File: config.mk
export PLATFORM = sky130hd
export DESIGN_NAME = flash_req_arbiter
export DESIGN_NICKNAME = d
export VERILOG_FILES = /design/src/rtl/flash_req_arbiter_pkg.sv /design/src/rtl/flash_rr_pick.sv /design/src/rtl/flash_req_arbiter.sv
export SDC_FILE = /design/constraint.sdc
export NUM_CORES = 1
export LEC_CHECK = 0
export ABC_AREA = 0
export CORE_ASPECT_RATIO = 1.1
export CORE_MARGIN = 5
export CORE_UTILIZATION = 30
export DETAILED_ROUTE_END_ITERATION = 12
export PLACE_DENSITY = 0.67
export SLEW_MARGIN = 20
export SYNTH_ARGS = -nofsm -noshare
export SYNTH_HDL_FRONTEND = slang
export SYNTH_SLANG_ARGS = --single-unit
File: constraint.sdc
create_clock -name CLK -period 7.68 [get_ports CLK]
set_clock_uncertainty 0.05 [all_clocks]
set_input_delay 1.536 -clock CLK [delete_from_list [all_inputs] [get_ports CLK]]
set_output_delay 1.536 -clock CLK [all_outputs]
set_load 0.02 [all_outputs]
File: src/rtl/flash_req_arbiter_pkg.sv
// Shared flash constants: quad-flash opcodes, arbiter FSM states and an
// opcode legality helper. memory_controller reuses the same opcode set.
package flash_req_arbiter_pkg;

  localparam logic [7:0] CMD_RDID      = 8'h9F;
  localparam logic [7:0] CMD_RES       = 8'hAB;
  localparam logic [7:0] CMD_WREN      = 8'h06;
  localparam logic [7:0] CMD_BE        = 8'hC7;
  localparam logic [7:0] CMD_RSR1      = 8'h05;
  localparam logic [7:0] CMD_RSR2      = 8'h07;
  localparam logic [7:0] CMD_SE        = 8'hD8;
  localparam logic [7:0] CMD_MEM_WRITE = 8'h11;
  localparam logic [7:0] CMD_FREAD     = 8'h0B;

  typedef enum logic [2:0] {
    IDLE,
    TRIG,
    BUSY,
    RESP,
    DRAIN
  } arb_state_t;

  // True for opcodes the controller implements; anything else is rejected
  // before it can reach the controller.
  function automatic logic cmd_is_legal(input logic [7:0] cmd);
    case (cmd)
      CMD_RDID, CMD_RES, CMD_WREN, CMD_BE, CMD_RSR1,
      CMD_RSR2, CMD_SE, CMD_MEM_WRITE, CMD_FREAD: cmd_is_legal = 1'b1;
      default:                                    cmd_is_legal = 1'b0;
    endcase
  endfunction

endpackage

File: src/rtl/flash_rr_pick.sv
// Two-way round-robin picker: with both requesters pending, the one that
// did not win last time is chosen.
module flash_rr_pick (
  input  logic [1:0] valid,
  input  logic       rr_last,
  output logic       any_valid,
  output logic       pick
);

  // Winner selection from the pending mask and the previous winner
  always_comb begin
    any_valid = |valid;
    pick      = 1'b0;
    case (valid)
      2'b01:   pick = 1'b0;
      2'b10:   pick = 1'b1;
      2'b11:   pick = ~rr_last;
      default: pick = 1'b0;
    endcase
  end

endmodule

File: src/rtl/flash_req_arbiter.sv
// Shares one quad-flash memory_controller between two requesters. One whole
// command is granted at a time, the MEMTRIG/MEM_CTRL_busy handshake is run,
// a completion timeout is applied, and the result returns with a done pulse.
module flash_req_arbiter
  import flash_req_arbiter_pkg::*;
#(
  parameter int unsigned     TO_W    = 32,
  parameter logic [TO_W-1:0] TIMEOUT = TO_W'(32'h2000_0000)
) (
  input  logic        CLK,
  input  logic        reset,
  input  logic        rq0_valid,
  input  logic [7:0]  rq0_cmd,
  input  logic [23:0] rq0_addr,
  input  logic [47:0] rq0_wdata,
  output logic        rq0_done,
  input  logic        rq1_valid,
  input  logic [7:0]  rq1_cmd,
  input  logic [23:0] rq1_addr,
  input  logic [47:0] rq1_wdata,
  output logic        rq1_done,
  output logic        rsp_err,
  output logic [47:0] rsp_data,
  output logic [7:0]  MEMCMD,
  output logic [23:0] MEMADDR,
  output logic [47:0] MEMVAL,
  output logic        MEMTRIG,
  input  logic [47:0] MEMDATA,
  input  logic        MEM_CTRL_busy
);

  arb_state_t      state, state_nxt;
  logic            any_valid, pick;
  logic            gnt_id, rr_last;
  logic [TO_W-1:0] timer;
  logic            err_q, timed_out;
  logic [7:0]      sel_cmd;
  logic [23:0]     sel_addr;
  logic [47:0]     sel_wdata;
  logic            sel_legal, timer_hit;
  logic            do_grant, do_accept, do_complete, do_timeout, do_resp;

  flash_rr_pick u_pick (
    .valid     ({rq1_valid, rq0_valid}),
    .rr_last   (rr_last),
    .any_valid (any_valid),
    .pick      (pick)
  );

  // Request fields of the prospective winner and timeout detection
  always_comb begin
    sel_cmd   = pick ? rq1_cmd   : rq0_cmd;
    sel_addr  = pick ? rq1_addr  : rq0_addr;
    sel_wdata = pick ? rq1_wdata : rq0_wdata;
    sel_legal = cmd_is_legal(sel_cmd);
    timer_hit = (timer >= (TIMEOUT - TO_W'(1)));
  end

  // State register
  always_ff @(posedge CLK or posedge reset) begin
    if (reset) state <= IDLE;
    else       state <= state_nxt;
  end

  // Per-state control strobes; completion wins over a same-cycle timeout in BUSY
  always_comb begin
    do_grant    = 1'b0;
    do_accept   = 1'b0;
    do_complete = 1'b0;
    do_timeout  = 1'b0;
    do_resp     = 1'b0;
    case (state)
      IDLE: do_grant = any_valid && !MEM_CTRL_busy;
      TRIG: begin
        if (timer_hit)          do_timeout = 1'b1;
        else if (MEM_CTRL_busy) do_accept  = 1'b1;
      end
      BUSY: begin
        if (!MEM_CTRL_busy)     do_complete = 1'b1;
        else if (timer_hit)     do_timeout  = 1'b1;
      end
      RESP:    do_resp = 1'b1;
      default: ;
    endcase
  end

  // Next-state logic
  always_comb begin
    state_nxt = state;
    case (state)
      IDLE:  if (do_grant) state_nxt = sel_legal ? TRIG : RESP;
      TRIG: begin
        if (do_timeout)     state_nxt = RESP;
        else if (do_accept) state_nxt = BUSY;
      end
      BUSY:  if (do_complete || do_timeout) state_nxt = RESP;
      RESP:  state_nxt = timed_out ? DRAIN : IDLE;
      DRAIN: if (!MEM_CTRL_busy) state_nxt = IDLE;
      default: state_nxt = IDLE;
    endcase
  end

  // Registered outputs, grant bookkeeping and the saturating timeout counter
  always_ff @(posedge CLK or posedge reset) begin
    if (reset) begin
      rq0_done  <= 1'b0;
      rq1_done  <= 1'b0;
      rsp_err   <= 1'b0;
      rsp_data  <= '0;
      MEMCMD    <= '0;
      MEMADDR   <= '0;
      MEMVAL    <= '0;
      MEMTRIG   <= 1'b0;
      gnt_id    <= 1'b0;
      rr_last   <= 1'b1;
      timer     <= '0;
      err_q     <= 1'b0;
      timed_out <= 1'b0;
    end else begin
      rq0_done <= 1'b0;
      rq1_done <= 1'b0;
      rsp_err  <= 1'b0;
      if (do_grant) begin
        MEMCMD    <= sel_cmd;
        MEMADDR   <= sel_addr;
        MEMVAL    <= sel_wdata;
        MEMTRIG   <= sel_legal;
        gnt_id    <= pick;
        rr_last   <= pick;
        timer     <= '0;
        err_q     <= ~sel_legal;
        timed_out <= 1'b0;
      end
      if ((state == TRIG || state == BUSY) && timer != '1)
        timer <= timer + TO_W'(1);
      if (do_accept || do_timeout)
        MEMTRIG <= 1'b0;
      if (do_complete) begin
        rsp_data <= MEMDATA;
        err_q    <= 1'b0;
      end
      if (do_timeout) begin
        err_q     <= 1'b1;
        timed_out <= 1'b1;
      end
      if (do_resp) begin
        rq0_done <= ~gnt_id;
        rq1_done <= gnt_id;
        rsp_err  <= err_q;
      end
    end
  end

endmodule

==> results.txt, run 1 <==
Synth Register Bits - 171
Critical path arrival - 3.83 ns
WL met3 - 2.40 mm
DP Wirelength - 18.4 mm
Startpoint types - primary input
Nets - 1340
Kind of critical path - primary input to flip-flop
Post-Synth Adder-Cell Area - 0.00158
Hold Slack - 0.442 ns
Iteration-0 DRC Markers - 437
Max Clock Freq - 0.280 GHz
CP max FO - 84
Final Util - 0.470
Max_cap viols - 0
Count leader, synth - nand2_1
Worst stage delay on the critical path - 0.64 ns
Largest net degree at the start of global routing - 99
TritonCTS Sinks - 171
CP endpoint kind - flip-flop
Post-synth cell types - 60
Seq/Total Area, Yosys - 0.541
Share of cells above drive strength 1 - 0.0975
DRT Pass-1 Iters - 5
Slowest cell on crit path - buf_4
Worst-Margin Slew - 0.934 ns
GRT overflow - 0
Final WL - 24.9 mm
Post-CTS resize count - 0
Post-synthesis mux area share - 0.0797
Placed cell count - 1459
Synth async-reset ratio - 1.00
Hold WC Path Type - flip-flop to flip-flop
Mapped Nets - 1022
Cts bufs inserted - 17
Simple-Gate Fraction of Synth Area - 0.208
DRT antenna net count - 0
Minimum clock period - 3.57 ns
Sum Neg Setup Slack - 0 ns
Routed len/inst - 16.7 um
H-tree depth - 4
XOR/XNOR Fraction of Synth Area - 0.00332
Max-slew violations - 0
Dominant cell type by area after synthesis - dfrtp_1
Tot Pwr - 4.44 mW
Initial Util - 0.303
CTS tree - yes
Post-CTS setup buffer count - 0
Via-per-instance ratio - 4.80
Mapped Area - 7910 um2
Pwr Density - 363 nW/um2
CP Data Required Time - 7.94 ns
Die H - 180 um
Die area - 29700 um2
Synth Warn # - 0
Number of flops mapped to enable cells by yosys - 0
Commonest register cell after synthesis - dfrtp_1
Area grow syn2layout - 54.7%
Final worst slack - 4.11 ns
CORE AREA - 26100 um2
Crit path cell chain - clkdlybuf4s50_1, a21bo_4, buf_4, o311ai_0, o32ai_1, nand4_1, o211a_1
Clk Tree Root Cell - clkbuf_16
GRT Overall Usage - 0.166
Post-synth top cells - nand2_1 (193), dfrtp_1 (170), nor2_1 (93), a31oi_1 (81), mux2_2 (48)
RSZ-0062 raised after global routing - false
Endpoints failing hold - 0
Top area cells in the synthesized netlist - dfrtp_1 (54%), nand2_1 (9.2%), mux2_2 (6.8%), a31oi_1 (6.4%), nor2_1 (4.4%)
Final Cycle Share - 0.465
Number of antenna diodes - 0
DR top layer - met4
Initial antenna violation count - 0
Worst slew margin - 0.361
Port-buffer cells - 344
Final setup viols - 0
Compound-Gate Fraction of Synth Area - 0.129
Top cell type's share of synthesized area - 0.538
Vias in the first global route - 7059
Cell Count, Final, Fillers Out - 1491
Cells after synthesis - 808
First-pass GRT wire length - 39.2 mm
Run status - finished clean
Static Leak - 4.95 nW
Clk buf depth - 2
Die X - 165 um
Clk Latency, worst-skew pair - 0.42 ns
Wl on met1 - 9.93 mm
Std-Cell Rows - 62
Post-cts hold buffer count - 0
Largest family of logic cells by synthesized area - simple AND/OR/NAND/NOR gates
VDD IR max - 0.197 mV
DRC - 0
Clk slew on worst S/H paths - 0.07 ns
Met2 Wirelength - 12.2 mm
Vias after detailed routing - 7157
Syn avg cell area - 9.79 um2
Post-route cell area - 12200 um2
Placement Cell Area - 11600 um2
I/O Pins - 345
Placement Setup Slack - 3.63 ns
Gpl congestion - 0.804
-- cell type report --
cell class	count	area, um2
Clock buffer	18	439
Inverter	11	46.3
Timing Repair Buffer	351	3500
Clock inverter	14	164
Fill cell	2510	13800
Multi-Input combinational cell	574	3370
Sequential cell	171	4280
Tap cell	352	440
-- logic make-up (layout without fill, tap and decap cells) --
| logic type | Yosys count | after routing |
|---|---|---|
| DFF | 171 | 171 |
| and+or+nand+nor | 367 | 367 |
| muxes | 57 | 57 |
| buffers and inverters | 63 | 394 |
| adders and majority gates | 1 | 1 |
| xor gates and xnor gates | 3 | 3 |
| AOI/OAI and AO/OA | 146 | 146 |
-- worst max-delay path, delay by kind of cell --
kind | cells | cell delay (ns)
AO/OA/AOI/OAI | 4 | 0.86
buffers and inverters | 2 | 1.20
AND/OR/NAND/NOR | 1 | 0.18
-- report_power, final --
part	switching [mW]	internal, mW	leakage, nW
registers	0.220	1.28	2.04
logic	1.05	1.01	2.61
clock network	0.413	0.477	0.299
-- registers in the layout, summed over array words and instances (netlist names), 3 cells and up --
name / count
MEMADDR: 24
MEMCMD: 8
MEMVAL: 48
rsp_data: 48
state: 3
timer: 32
-- worst paths after layout --
kind / start / endpoint / slack [ns] / cells after the start
worst max register to register: rr_last / MEMTRIG / 5.24 / 6
worst min-delay path: timed_out / timed_out / 0.44 / 2
worst min register to register: timed_out / timed_out / 0.44 / 2
max in group asynchronous: reset / rsp_data[45] / 4.76 / 3
worst max-delay path: rq0_valid / MEMTRIG / 4.11 / 7
min in group asynchronous: reset / rsp_data[9] / 1.61 / 2
-- cells in the final DEF (no fill, tap or decap), drive strengths merged, types with 3 or more instances in the layout --
| master | count |
|---|---|
| or2 | 4 |
| clkbuf | 18 |
| nor4 | 7 |
| clkdlybuf4s50 | 344 |
| a31oi | 81 |
| nand4b | 3 |
| or4 | 7 |
| nand2 | 193 |
| nor4b | 4 |
| inv | 21 |
| nor3 | 9 |
| buf | 7 |
| o21ai | 11 |
| dfrtp | 170 |
| and2 | 3 |
| mux2 | 48 |
| clkinv | 3 |
| o311ai | 4 |
| o31ai | 9 |
| nor2 | 93 |
| o211ai | 14 |
| nand4 | 9 |
| o22ai | 3 |
| nand3 | 16 |
| xnor2 | 3 |
| a21o | 3 |
| mux2i | 9 |
| a2111oi | 3 |
| nand2b | 4 |
| or3 | 4 |
| nor3b | 3 |
-- per-layer routing --
layer	track usage	vias to the layer above
met5	0	-
met2	0.282	275
met1	0.198	3373
li1	-	3488
met4	0.0483	0
met3	0.0597	21
(Power assumes the default switching activity.)
==> inputs of run 2 (changes only) <==
==> constraint.sdc (replaced) <==
create_clock -name CLK -period 3.4 [get_ports CLK]
set_clock_uncertainty 0.05 [all_clocks]
set_input_delay 0.68 -clock CLK [delete_from_list [all_inputs] [get_ports CLK]]
set_output_delay 0.68 -clock CLK [all_outputs]
set_load 0.02 [all_outputs]
==> run 2 against run 1 <==
  * Critical path depth down 2
  * Final area up 0.71%
  * Final cell count increased by 0.13%
  * Die area unchanged
  * Combinational power is 130% higher
  * Sequential share of layout area is 0.24 points lower
  * Via count rose by 0.22%
  * Non-clock buffer count increased by 2
  * Wire length is 0.27% lower
  * First-iteration DRC count fell by 4.1%
  * Critical path type is now flip-flop to flip-flop
  * Largest power group unchanged
  * Highest routed layer unchanged
==> results.txt, run 2 (same netlist as run 1, synthesis figures left out) <==
Run status - finished clean
First-pass GRT wire length - 39.0 mm (-0.49%)
Int Pwr - 6.18 mW (+120%)
Critical path depth - 5 (-2)
Share of cells above drive strength 1 - 0.0990 (+0.00158)
Hold WC Path Type - flip-flop to flip-flop
Launch point of the worst path - timer[3]
Pwr Density - 811 nW/um2 (+120%)
Worst-Margin Slew - 0.866 ns (-0.0675 ns)
H-tree depth - 4 (unchanged)
DRC - 0 (unchanged)
Clk buf depth - 2 (unchanged)
I/O Pins - 345 (unchanged)
Logic gate share of total power - 0.470 (+0.006)
Die X - 165 um (unchanged)
Static Leak - 4.97 nW (+0.40%)
Clk Tree Root Cell - clkbuf_16
Startpoint types - flip-flop
Net Sw Power - 3.82 mW (+130%)
Post-CTS setup buffer count - 0 (unchanged)
Worst slew margin - 0.408 (+0.0461)
Port-buffer cells - 344 (unchanged)
GRT overflow - 0 (unchanged)
R2R depth - 5 (-1)
Final WL - 24.9 mm (-0.27%)
Number of antenna diodes - 0 (unchanged)
Placement Cell Area - 11700 um2 (+0.82%)
DRT Pass-1 Iters - 6 (+1)
Critical path arrival - 2.69 ns (-1.14 ns)
DRT antenna net count - 0 (unchanged)
Max-slew violations - 0 (unchanged)
Post-cts hold buffer count - 0 (unchanged)
Endpoints failing hold - 0 (unchanged)
Iteration-0 DRC Markers - 419 (-4.1%)
Most frequent cells in the layout - clkdlybuf4s50_1 (344), nand2_1 (193), dfrtp_1 (170), nor2_1 (93), a31oi_1 (81)
Most common cell after layout, fill and taps aside - clkdlybuf4s50_1
FF-to-FF Start - timer[3]
Biggest regs - MEMVAL x48, rsp_data x48, timer x32
Final Cycle Share - 0.720
GRT Overall Usage - 0.165 (-0.00159)
Die area - 29700 um2 (unchanged)
Largest net degree at the start of global routing - 95 (-4.0%)
Clk Latency, worst-skew pair - 0.42 ns (about the same)
Critical R2R Capture - timer[28]
VDD IR max - 0.316 mV (+60%)
Crit path cell chain - nand4_2, nor4_2, nand3_1, or4_1, mux2i_1
TritonCTS Sinks - 171 (unchanged)
FF-to-FF setup slack - 0.95 ns (-4.29 ns)
Final setup viols - 0 (unchanged)
Initial Util - 0.303 (unchanged)
Kind of critical path - flip-flop to flip-flop
DP Wirelength - 18.5 mm (+0.48%)
Minimum clock period - 2.45 ns
Sum Neg Setup Slack - 0 ns (unchanged)
CTS tree - yes
Slowest cell on crit path - or4_1
Worst setup path end - timer[28]
CP endpoint kind - flip-flop
CP max FO - 14 (-83%)
CP Data Required Time - 3.65 ns (-4.29 ns)
Clk slew on worst S/H paths - 0.07 ns (about the same)
Vias after detailed routing - 7173 (+0.22%)
RSZ-0062 raised after global routing - false
Max_cap viols - 0 (unchanged)
Post-route cell area - 12300 um2 (+0.71%)
CORE AREA - 26100 um2 (unchanged)
CP Buf/Inv Count - 0 (-2)
Sw Share - 0.382 (+0.00288)
Routed len/inst - 16.7 um (-0.40%)
Nets - 1342 (+0.15%)
Die H - 180 um (unchanged)
Via-per-instance ratio - 4.80 (about the same)
Sequential Power Share - 0.337 (about the same)
Clock share of power - 0.193 (-0.007)
Gpl congestion - 0.811 (+0.91%)
Std-Cell Rows - 62 (unchanged)
Cts bufs inserted - 17 (unchanged)
Vias in the first global route - 7072 (+0.18%)
Max Clock Freq - 0.409 GHz
Filler cell count - 2497 (-0.52%)
Area grow syn2layout - 55.8%
Critical path's top delay family - simple AND/OR/NAND/NOR gates
Initial antenna violation count - 0 (unchanged)
Worst stage delay on the critical path - 0.55 ns (-0.09 ns)
Post-CTS resize count - 0 (unchanged)
## run 2: changes by cell type in the layout (fill, tap and decap cells not counted), sizes merged
cell      change
buf           +2
bufinv        -1
clkbuf        -1
clkinv        +6
clkinvlp      +2
inv           -6
## run 2: final cells by class
cell class | instances | area, um2 | area share
well taps | 352 | 440 | 0.0357
flip-flops and latches | 171 | 4280 | 0.347
repair buffers | 353 | 3600 | 0.292
clock buffers | 17 | 425 | 0.0345
inverters | 11 | 45.0 | 0.00365
clock inverters | 15 | 173 | 0.0140
multi-input cells | 574 | 3360 | 0.273
## run 2: layer usage
layer	share of wire	vias to the layer above	GRT usage
met2	0.48	271	0.276
met5	0	-	0
met4	0.013	0	0.0399
met1	0.42	3390	0.203
li1	-	3494	-
met3	0.090	18	0.0567
## run 2: metrics by stage
stage / hold WS, ns / worst slack [ns] / total power, mW / util / instances
4_1_cts: 0.444 / 0.913 / 10.1 / 0.473 / 1493
3_5_place_dp: 0.426 / 0.555 / 8.17 / 0.450 / 1461
3_3_place_gp: 0.410 / 0.595 / 8.09 / 0.450 / 1461
5_1_grt: 0.476 / 0.635 / 10.6 / 0.473 / 1493
6_report: 0.440 / 0.953 / 10.0 / 0.473 / 1493
2_1_floorplan: 0.370 / 0.488 / 5.79 / - / 808
## run 2: how the worst min path moves through the flow
stage	cells after the start	end	slack [ns]	startpoint
floorplan	1	rq0_done	0.37	gnt_id
global placement	2	timed_out	0.41	timed_out
detailed placement	2	timed_out	0.43	timed_out
CTS	2	timed_out	0.44	timed_out
global route	1	timer[6]	0.48	timer[6]
finish	2	timed_out	0.44	timed_out
## run 2: worst register-to-register path, delay by kind of cell, from the launching register on
family        cells  cell delay, ns
simple gates      4            1.71
mux               1            0.13
flops             1            0.44
## run 2: power groups by stage
stage,Sequential (mW),Clock (mW),Combinational [mW]
after floorplan,4.30,0,1.49
after global placement,3.36,0,4.72
after detailed placement,3.41,0,4.77
after CTS,3.38,2.00,4.77
after global routing,3.49,2.09,5.06
final,3.37,1.93,4.70
==> inputs of run 3 (changes only) <==
--- a/config.mk
+++ b/config.mk
@@ -10,7 +10,7 @@
 export CORE_MARGIN = 5
 export CORE_UTILIZATION = 30
 export DETAILED_ROUTE_END_ITERATION = 12
-export PLACE_DENSITY = 0.67
+export PLACE_DENSITY = 0.7
 export SLEW_MARGIN = 20
 export SYNTH_ARGS = -nofsm -noshare
 export SYNTH_HDL_FRONTEND = slang
==> constraint.sdc (replaced) <==
create_clock -name CLK -period 2.1 [get_ports CLK]
set_clock_uncertainty 0.05 [all_clocks]
set_input_delay 0.42 -clock CLK [delete_from_list [all_inputs] [get_ports CLK]]
set_output_delay 0.42 -clock CLK [all_outputs]
set_load 0.02 [all_outputs]
==> run 3 against run 2 <==
  * Clock power grew 59%
  * Critical path depth increased by 1
  * Sequential power up 63%
  * Wire length up 3.5%
  * Setup slack lost 0.89 ns
  * Global-route usage rose by 0.43 points
  * Hold slack got worse by 0.12 ns
  * Non-clock buffer count up 56
  * Register-to-register slack got worse by 0.87 ns
  * Largest cell class unchanged
  * Largest power group unchanged
==> results.txt, run 3 (same netlist as run 1, synthesis figures left out) <==
Die area - 29700 um2 (unchanged)
Clk Tree Root Cell - clkbuf_16
Area grow syn2layout - 62.7%
Final WL - 25.8 mm (+3.5%)
FF-to-FF Start - timer[0]
Vias in the first global route - 7534 (+6.5%)
Filler cell count - 2456 (-1.6%)
Critical path arrival - 2.27 ns (-0.42 ns)
Die X - 165 um (unchanged)
Pwr Density - 1280 nW/um2 (+58%)
Std-Cell Rows - 62 (unchanged)
DP Wirelength - 19.8 mm (+7.3%)
Final Cycle Share - 0.969
Cell Count, Final, Fillers Out - 1549 (+3.8%)
Sequential Power Share - 0.333 (-0.004)
Clk slew on worst S/H paths - 0.07 ns (about the same)
DRT antenna net count - 0 (unchanged)
GRT overflow - 0 (unchanged)
Tot Pwr - 16.4 mW (+65%)
Hold WC Path Type - primary input to asynchronous set/reset pin
Run status - finished clean
Max Clock Freq - 0.492 GHz
VDD IR max - 0.551 mV (+75%)
Launch point of the worst path - rq0_cmd[5]
Iteration-0 DRC Markers - 448 (+6.9%)
CP max FO - 3 (-11)
CP endpoint kind - flip-flop
Clk buf depth - 2 (unchanged)
First-pass GRT wire length - 40.1 mm (+2.7%)
CORE AREA - 26100 um2 (unchanged)
Kind of critical path - primary input to flip-flop
Largest net degree at the start of global routing - 75 (-21%)
Clk Latency, worst-skew pair - 0.41 ns (about the same)
CP Data Required Time - 2.34 ns (-1.31 ns)
R2R depth - 7 (+2)
TritonCTS Sinks - 171 (unchanged)
I/O Pins - 345 (unchanged)
DRT Pass-1 Iters - 5 (-1)
Vias after detailed routing - 7330 (+2.2%)
Max_cap viols - 0 (unchanged)
DRC - 0 (unchanged)
Via-per-instance ratio - 4.73 (-1.5%)
Initial Util - 0.303 (unchanged)
CTS tree - yes
RSZ-0062 raised after global routing - true
Gpl congestion - 0.806 (-0.57%)
Number of antenna diodes - 0 (unchanged)
Max-slew violations - 0 (unchanged)
FF-to-FF setup slack - 0.08 ns (-0.87 ns)
Most frequent cells in the layout - clkdlybuf4s50_1 (344), nand2_1 (193), dfrtp_1 (170), nor2_1 (93), a31oi_1 (80)
Int Pwr - 10.2 mW (+66%)
Die H - 180 um (unchanged)
Worst-Margin Slew - 0.501 ns (-0.365 ns)
Initial antenna violation count - 0 (unchanged)
Share of cells above drive strength 1 - 0.147 (+0.0480)
Cts bufs inserted - 17 (unchanged)
Biggest regs - MEMVAL x48, rsp_data x48, timer x32
Post-cts hold buffer count - 0 (unchanged)
Critical R2R Capture - timer[24]
Nets - 1398 (+4.2%)
Static Leak - 5.26 nW (+5.9%)
Port-buffer cells - 344 (unchanged)
GRT Overall Usage - 0.169 (+0.00434)
Worst slew margin - 0.658 (+0.250)
Final setup viols - 0 (unchanged)
H-tree depth - 4 (unchanged)
Logic gate share of total power - 0.481 (+0.011)
Minimum clock period - 2.03 ns
Clock share of power - 0.186 (-0.007)
Routed len/inst - 16.6 um (-0.21%)
Most common cell after layout, fill and taps aside - clkdlybuf4s50_1
Net Sw Power - 6.21 mW (+63%)
Sw Share - 0.377 (-0.00441)
Endpoints failing hold - 0 (unchanged)
Placed cell count - 1515 (+3.7%)
Startpoint types - primary input
Final Util - 0.494 (+0.0209)
## run 3: worst max path at each step
| stage | end | slack, ns | cells past startpoint |
|---|---|---|---|
| 2_1_floorplan | MEMADDR[0] | -0.55 | 1 |
| 3_3_place_gp | state[1] | -0.40 | 7 |
| 3_5_place_dp | state[1] | -0.47 | 7 |
| 4_1_cts | state[1] | 0.02 | 7 |
| 5_1_grt | timer[26] | -0.05 | 7 |
| 6_report | state[1] | 0.07 | 6 |
## run 3: final cells by class
type | count | area (um2) | share of cell area
flip-flops and latches | 171 | 4280 | 0.333
repair buffers | 409 | 4090 | 0.317
multi-input cells | 574 | 3450 | 0.268
clock buffers | 19 | 443 | 0.0344
well taps | 352 | 440 | 0.0342
clock inverters | 13 | 128 | 0.00991
inverters | 11 | 45.0 | 0.00350
## run 3: metal layers
metal  wire length (um)  track usage  up-vias
met5                  0            0        -
met4                331       0.0356        0
met3               2450       0.0625       20
met2              12700        0.295      274
met1              10300        0.198     3435
li1                   -            -     3601
## run 3: stage by stage
stage / setup WS [ns] / hold WS (ns) / area [um2] / setup TNS [ns]
floorplan: -0.552 / 0.370 / 7910 / -93.83
global placement: -0.403 / 0.410 / 12200 / -7.57
detailed placement: -0.475 / 0.415 / 12200 / -8.99
CTS: 0.0213 / 0.310 / 12800 / 0
global route: -0.0471 / 0.345 / 12900 / -0.130
finish: 0.0659 / 0.318 / 12900 / 0
## run 3: worst max-delay path, cell delays in order
cell	delay, ns
clkdlybuf4s50_1	0.47
or3b_2	0.44
a2111oi_0	0.49
o32ai_1	0.15
nand4_1	0.18
a22oi_1	0.11
## run 3: power groups by stage
stage | registers, mW | clock network [mW] | logic [mW]
2_1_floorplan | 6.96 | 0 | 2.42
5_1_grt | 5.67 | 3.32 | 8.53
4_1_cts | 5.49 | 3.17 | 8.02
3_3_place_gp | 5.47 | 0 | 7.91
3_5_place_dp | 5.53 | 0 | 8.01
6_report | 5.48 | 3.06 | 7.92
## run 3: what timing repair did
action | CTS | global route
endpoints found under the setup margin | 3 | 18
gates resized for setup | 1 | 15
buffers inserted | 0 | 2
pin swaps | 0 | 2
